===== config.mk =====
export PLATFORM = sky130hd
export DESIGN_NAME = sockit_spi_rpk
export DESIGN_NICKNAME = d
export VERILOG_FILES = /design/src/rtl/sockit_spi_pkg.sv /design/src/rtl/sockit_spi_rpk.sv
export SDC_FILE = /design/constraint.sdc
export NUM_CORES = 1
export LEC_CHECK = 0
export ABC_AREA = 1
export BUFFER_PORTS_ARGS = -buffer_cell sky130_fd_sc_hd__buf_2
export CORE_UTILIZATION = 60
export CTS_BUF_LIST = sky130_fd_sc_hd__clkbuf_4 sky130_fd_sc_hd__clkbuf_8
export CTS_CLUSTER_DIAMETER = 100
export CTS_CLUSTER_SIZE = 30
export DETAILED_ROUTE_END_ITERATION = 12
export GPL_TIMING_DRIVEN = 0
export PLACE_DENSITY = 0.9
export REMOVE_ABC_BUFFERS = 1
export SLEW_MARGIN = 30
export SYNTH_ARGS = -nofsm -noshare
export SYNTH_HDL_FRONTEND = slang
export SYNTH_SLANG_ARGS = --single-unit

===== constraint.sdc =====
create_clock -name clk -period 2.6 [get_ports clk]
set_input_delay 0.39 -clock clk [delete_from_list [all_inputs] [get_ports clk]]
set_output_delay 0.39 -clock clk [all_outputs]
set_load 0.1 [all_outputs]

===== src/rtl/sockit_spi_pkg.sv =====
// Shared types for the SoCkit SPI output path: command and queue packet
// layouts, IO mode codes and the repackager FSM state encoding.
package sockit_spi_pkg;

   localparam int CNW_DEF = 16;
   localparam int QUE_W   = 14;

   localparam logic [1:0] IOM_3WR = 2'd0;
   localparam logic [1:0] IOM_SGL = 2'd1;
   localparam logic [1:0] IOM_DUA = 2'd2;
   localparam logic [1:0] IOM_QUA = 2'd3;

   // command word: byte count minus one in the low bits, control flags above
   typedef struct packed {
      logic               lst;
      logic               sso;
      logic               die;
      logic               doe;
      logic [1:0]         iom;
      logic [CNW_DEF-1:0] cnt;
   } cmd_t;

   // one serializer byte slot with its per-byte control bits
   typedef struct packed {
      logic [7:0] dat;
      logic [1:0] iom;
      logic       doe;
      logic       die;
      logic       sso;
      logic       lst;
   } que_t;

   typedef enum logic {
      ST_IDLE = 1'b0,
      ST_BYTE = 1'b1
   } rpk_state_t;

endpackage


===== src/rtl/sockit_spi_rpk.sv =====
// Output repackager: splits 32-bit write-data words into per-byte queue
// packets carrying the command's control bits. Filler bytes (00) are made
// when the command has no output data. Byte order inside a word is MSB first;
// define SOCKIT_SPI_RPK_LSB_EN to send the LSB byte first instead.
module sockit_spi_rpk
   import sockit_spi_pkg::*;
#(
   parameter int CNW = 16
)(
   input  logic             clk,
   input  logic             rst,
   input  logic             scw_vld,
   output logic             scw_rdy,
   input  logic [CNW+5:0]   scw_dat,
   input  logic             sdw_vld,
   output logic             sdw_rdy,
   input  logic [31:0]      sdw_dat,
   output logic             quo_vld,
   input  logic             quo_rdy,
   output logic [QUE_W-1:0] quo_dat
);

   rpk_state_t     state_q, state_d;
   logic [1:0]     iom_q, iom_d;
   logic           doe_q, doe_d;
   logic           die_q, die_d;
   logic           sso_q, sso_d;
   logic           lst_q, lst_d;
   logic [CNW-1:0] bc_q, bc_d;
   logic [1:0]     bi_q, bi_d;
   logic [31:0]    wrd_q, wrd_d;
   logic           wvl_q, wvl_d;

   logic           last_s;
   logic           quo_xfer_s;
   logic           reload_s;
   logic           sdw_xfer_s;
   logic [7:0]     byte_s;
   que_t           que_s;

   // handshake decode; a word boundary inside a command reloads in the same cycle
   always_comb begin
      last_s     = (bc_q == {CNW{1'b0}});
      scw_rdy    = (state_q == ST_IDLE);
      quo_vld    = (state_q == ST_BYTE) && (!doe_q || wvl_q);
      quo_xfer_s = quo_vld && quo_rdy;
      reload_s   = quo_xfer_s && (bi_q == 2'd3) && !last_s;
      sdw_rdy    = (state_q == ST_BYTE) && doe_q && (!wvl_q || reload_s);
      sdw_xfer_s = sdw_vld && sdw_rdy;
   end

   // pick the current byte lane out of the held word
   always_comb begin
      case (bi_q)
`ifdef SOCKIT_SPI_RPK_LSB_EN
         2'd0:    byte_s = wrd_q[7:0];
         2'd1:    byte_s = wrd_q[15:8];
         2'd2:    byte_s = wrd_q[23:16];
         2'd3:    byte_s = wrd_q[31:24];
`else
         2'd0:    byte_s = wrd_q[31:24];
         2'd1:    byte_s = wrd_q[23:16];
         2'd2:    byte_s = wrd_q[15:8];
         2'd3:    byte_s = wrd_q[7:0];
`endif
         default: byte_s = 8'h00;
      endcase
   end

   // assemble the queue packet; lst only marks the final byte of the command
   always_comb begin
      que_s.dat = doe_q ? byte_s : 8'h00;
      que_s.iom = iom_q;
      que_s.doe = doe_q;
      que_s.die = die_q;
      que_s.sso = sso_q;
      que_s.lst = lst_q && last_s;
      quo_dat   = que_s;
   end

   // next-state: command latch, byte counters and word register
   always_comb begin
      state_d = state_q;
      iom_d   = iom_q;
      doe_d   = doe_q;
      die_d   = die_q;
      sso_d   = sso_q;
      lst_d   = lst_q;
      bc_d    = bc_q;
      bi_d    = bi_q;
      wrd_d   = wrd_q;
      wvl_d   = wvl_q;
      case (state_q)
         ST_IDLE: begin
            if (scw_vld) begin
               bc_d    = scw_dat[CNW-1:0];
               iom_d   = scw_dat[CNW+1:CNW];
               doe_d   = scw_dat[CNW+2];
               die_d   = scw_dat[CNW+3];
               sso_d   = scw_dat[CNW+4];
               lst_d   = scw_dat[CNW+5];
               bi_d    = 2'd0;
               wvl_d   = 1'b0;
               state_d = ST_BYTE;
            end else begin
               state_d = ST_IDLE;
            end
         end
         ST_BYTE: begin
            if (quo_xfer_s) begin
               bi_d = bi_q + 2'd1;
               if (last_s) begin
                  // trailing bytes of the final word are discarded here
                  bc_d    = {CNW{1'b0}};
                  wvl_d   = 1'b0;
                  state_d = ST_IDLE;
               end else begin
                  bc_d  = bc_q - {{(CNW-1){1'b0}}, 1'b1};
                  wvl_d = (bi_q == 2'd3) ? 1'b0 : wvl_q;
               end
            end else begin
               bc_d = bc_q;
            end
            if (sdw_xfer_s) begin
               wrd_d = sdw_dat;
               wvl_d = 1'b1;
            end else begin
               wrd_d = wrd_q;
            end
         end
         default: begin
            state_d = ST_IDLE;
         end
      endcase
   end

   // state registers with asynchronous reset
   always_ff @(posedge clk or posedge rst) begin
      if (rst) begin
         state_q <= ST_IDLE;
         iom_q   <= 2'd0;
         doe_q   <= 1'b0;
         die_q   <= 1'b0;
         sso_q   <= 1'b0;
         lst_q   <= 1'b0;
         bc_q    <= {CNW{1'b0}};
         bi_q    <= 2'd0;
         wrd_q   <= 32'h0000_0000;
         wvl_q   <= 1'b0;
      end else begin
         state_q <= state_d;
         iom_q   <= iom_d;
         doe_q   <= doe_d;
         die_q   <= die_d;
         sso_q   <= sso_d;
         lst_q   <= lst_d;
         bc_q    <= bc_d;
         bi_q    <= bi_d;
         wrd_q   <= wrd_d;
         wvl_q   <= wvl_d;
      end
   end

endmodule


==> impl_metrics.env <==
export IMPL_clock_latency_ns=0.35
export IMPL_utilization_pct=74.1
export IMPL_end_kind="output pin"
export IMPL_status="completed"
export IMPL_fillers=409
export IMPL_synth_xor_area_share_pct=0.541
export IMPL_wl_per_cell_um=14.0
export IMPL_cts_root_buf="clkbuf_8"
export IMPL_synth_adder_area_share_pct=2.32
export IMPL_p_total_mw=4.17
export IMPL_vias=3086
export IMPL_netlist_area_mm2=0.00324
export IMPL_critPathMaxStageDelay_ns=0.46
export IMPL_worstPathCellList="inv_1 -> ha_1 -> inv_2 -> o21ai_0 -> a31oi_1 -> buf_2"
export IMPL_synth_flop_cell="dfrtp_1"
export IMPL_worstPathArrival_ns=2.10
export IMPL_diodes=0
export IMPL_fmaxAchievable_ghz=0.402
export IMPL_slew_headroom_pct=42.0
export IMPL_rr_worst_depth=6
export IMPL_crit_family="buffers and inverters"
export IMPL_ys_types=28
export IMPL_ys_ff_latch=58
export IMPL_p_leak_nw=1.91
export IMPL_syn_to_final_growth_pct=17.7
export IMPL_tightest_slew_ns=0.865
export IMPL_synth_top_family_by_area="simple AND/OR/NAND/NOR gates"
export IMPL_power_density_mw_per_mm2=1090
export IMPL_synthDominantCellAreaShare_pct=44.9
export IMPL_syn_inst=420
export IMPL_synth_edf_count=0
export IMPL_tritoncts="built"
export IMPL_grt_pass1_wl_um=12700
export IMPL_drtPass1Iterations=6
export IMPL_cp_endpoint="quo_dat[11]"
export IMPL_synth_simple_area_share_pct=32.2
export IMPL_drt_vias_per_instance=5.56
export IMPL_clkSinkCount=58
export IMPL_synthTopCellsByArea="dfrtp_1, nand2_1, a21oi_1, nand4_1, nor2_1"
export IMPL_crit_type="reg2out"
export IMPL_row_count=26
export IMPL_gp_congestion=0.847
export IMPL_rr_endpoint="bc_q[6]"
export IMPL_yosys_area_top_type="dfrtp_1"
export IMPL_io_pins=76
export IMPL_yosysMostFrequentCell="nand2_1"
export IMPL_core_area_mm2=0.00514
export IMPL_hp_class="in2async"
export IMPL_startpoint_type="flip-flop"
export IMPL_postRouteAntennaNets=0
export IMPL_period_minus_slack_ns=2.49
export IMPL_htree_levels=3
export IMPL_cp_num_cells=6
export IMPL_die_y_um=75.4
export IMPL_ctsHoldBuffers=0
export IMPL_routed_wl_um=7770
export IMPL_clock_path_buffers=2
export IMPL_final_period_utilization_pct=95.7
export IMPL_grt_overflow=0
export IMPL_ff2ff_setup_slack_ns=0.27
export IMPL_cts_made_buffers=9
export IMPL_antenna_found_initial=0
export IMPL_setup_violations=0
export IMPL_final_nets=545
export IMPL_muxShareOfSynthArea_pct=1.74
export IMPL_startpoint="bi_q[0]"
export IMPL_track_usage_pct=30.6
export IMPL_layout_drive_gt1_share_pct=23.7
export IMPL_cts_clk_slew_worst_paths_ns=0.07
export IMPL_grt_max_degree=34
export IMPL_grt_pass1_vias=2921
export IMPL_drv_cap=0
export IMPL_crit_path_max_fanout=9
export IMPL_die_area_mm2=0.00569
export IMPL_drc_errors=0
export IMPL_critPathRequiredTime_ns=2.21
export IMPL_ir_drop_mv=0.777
export IMPL_slew_viol_final=0
export IMPL_rsz0062_at_grt="false"
export IMPL_synth_compound_area_share_pct=10.8
export IMPL_numPortBuffers=75
export IMPL_die_w_um=75.4
export IMPL_hpwl_um=5250
export IMPL_synth_warning_count=0
export IMPL_avgSynthCellArea_um2=7.70
export IMPL_hold_violations=0
export IMPL_synth_common_cells="nand2_1, dfrtp_1, a21oi_1"
export IMPL_critical_path_buf_inv_count=3
export IMPL_critPathSlowestCell="buf_2"
export IMPL_drtIter0Drc=281
export IMPL_ys_seq_area_share_pct=44.9
export IMPL_synthArstFlopShare_pct=100
export IMPL_finalClockSkew_ns=0.00588
export IMPL_r2r_start="state_q"
export IMPL_start_util_pct=63.0
metrics by stage:
stage	instances	area (µm²)	setup slack (ns)	setup TNS, ns	hold WS (ns)
finish	555	3810	0.112	0	0.0286
CTS	555	3800	0.00847	0	0.0440
detailed placement	539	3570	0.0301	0	0.409
global route	555	3810	0.0230	0	0.0522
global placement	538	3550	0.0456	0	0.449
floorplan	393	3090	-0.598	-6.34	0.437
layout make-up:
class | instances | area [µm²] | share of cell area (%)
Tap cell | 70 | 87.6 | 2.30
Multi-Input combinational cell | 310 | 1540 | 40.5
Clock buffer | 11 | 145 | 3.81
Timing Repair Buffer | 76 | 408 | 10.7
Sequential cell | 58 | 1450 | 38.1
Clock inverter | 5 | 77.6 | 2.04
Inverter | 25 | 96.3 | 2.53
how the worst min path moves through the flow:
stage / cells after the start / start / endpoint
finish: 2 / rst / bc_q[0]
global route: 2 / rst / bc_q[2]
CTS: 2 / rst / bc_q[0]
detailed placement: 2 / rst / bc_q[0]
global placement: 2 / wrd_q[31] / wrd_q[31]
floorplan: 2 / wrd_q[24] / wrd_q[24]
what timing repair did:
item,CTS,global route
buffers inserted,0,0
gates resized for setup,2,6
endpoints found under the hold margin,0,0
endpoints found under the setup margin,2,24
cloned,0,0
worst register-to-register path, delay by kind of cell, from the launching register on:
family	cells	cell delay, ns
flip-flops	1	0.44
buffers and inverters	2	0.76
AND/OR/NAND/NOR	2	0.69
AO/OA/AOI/OAI	2	0.32
metal layers:
layer	up-vias	global-route usage [%]	share of wire, %
li1	1517	-	-
met1	1434	36.5	41
met2	120	52.3	51
met3	15	8.33	6.1
met4	0	12.8	1.9
met5	-	0	0
cell families after synthesis:
family                   Yosys count
AND/OR/NAND/NOR                  232
AO/OA/AOI/OAI                     65
flip-flops                        58
buffers and inverters             52
adder cells (fa/ha/maj)            6
multiplexers                       5
XOR/XNOR                           2
flip-flops by register name, indices dropped and copies added (netlist names):
| name | count |
|---|---|
| wrd_q | 32 |
| bc_q | 16 |
| bi_q | 2 |
| iom_q | 2 |
| die_q | 1 |
| doe_q | 1 |
| lst_q | 1 |
| sso_q | 1 |
| state_q | 1 |
| wvl_q | 1 |
cell usage in the layout (no fill, tap or decap), types with 4 or more instances in the layout:
master,Yosys,layout
nand2_1,125,124
buf_2,6,70
dfrtp_1,58,58
a21oi_1,43,43
nor2_1,38,38
nand4_1,34,34
nand3_1,22,22
inv_1,24,21
o21ai_0,11,11
clkbuf_8,0,10
a31oi_1,8,8
ha_1,6,6
mux2_2,5,5
nor2_2,4,4
where the power goes:
part,internal [mW],switching [mW]
sequential,1.30,0.325
combinational,0.474,1.12
clock,0.573,0.381
Note: power is estimated with default switching activity, not from simulation.
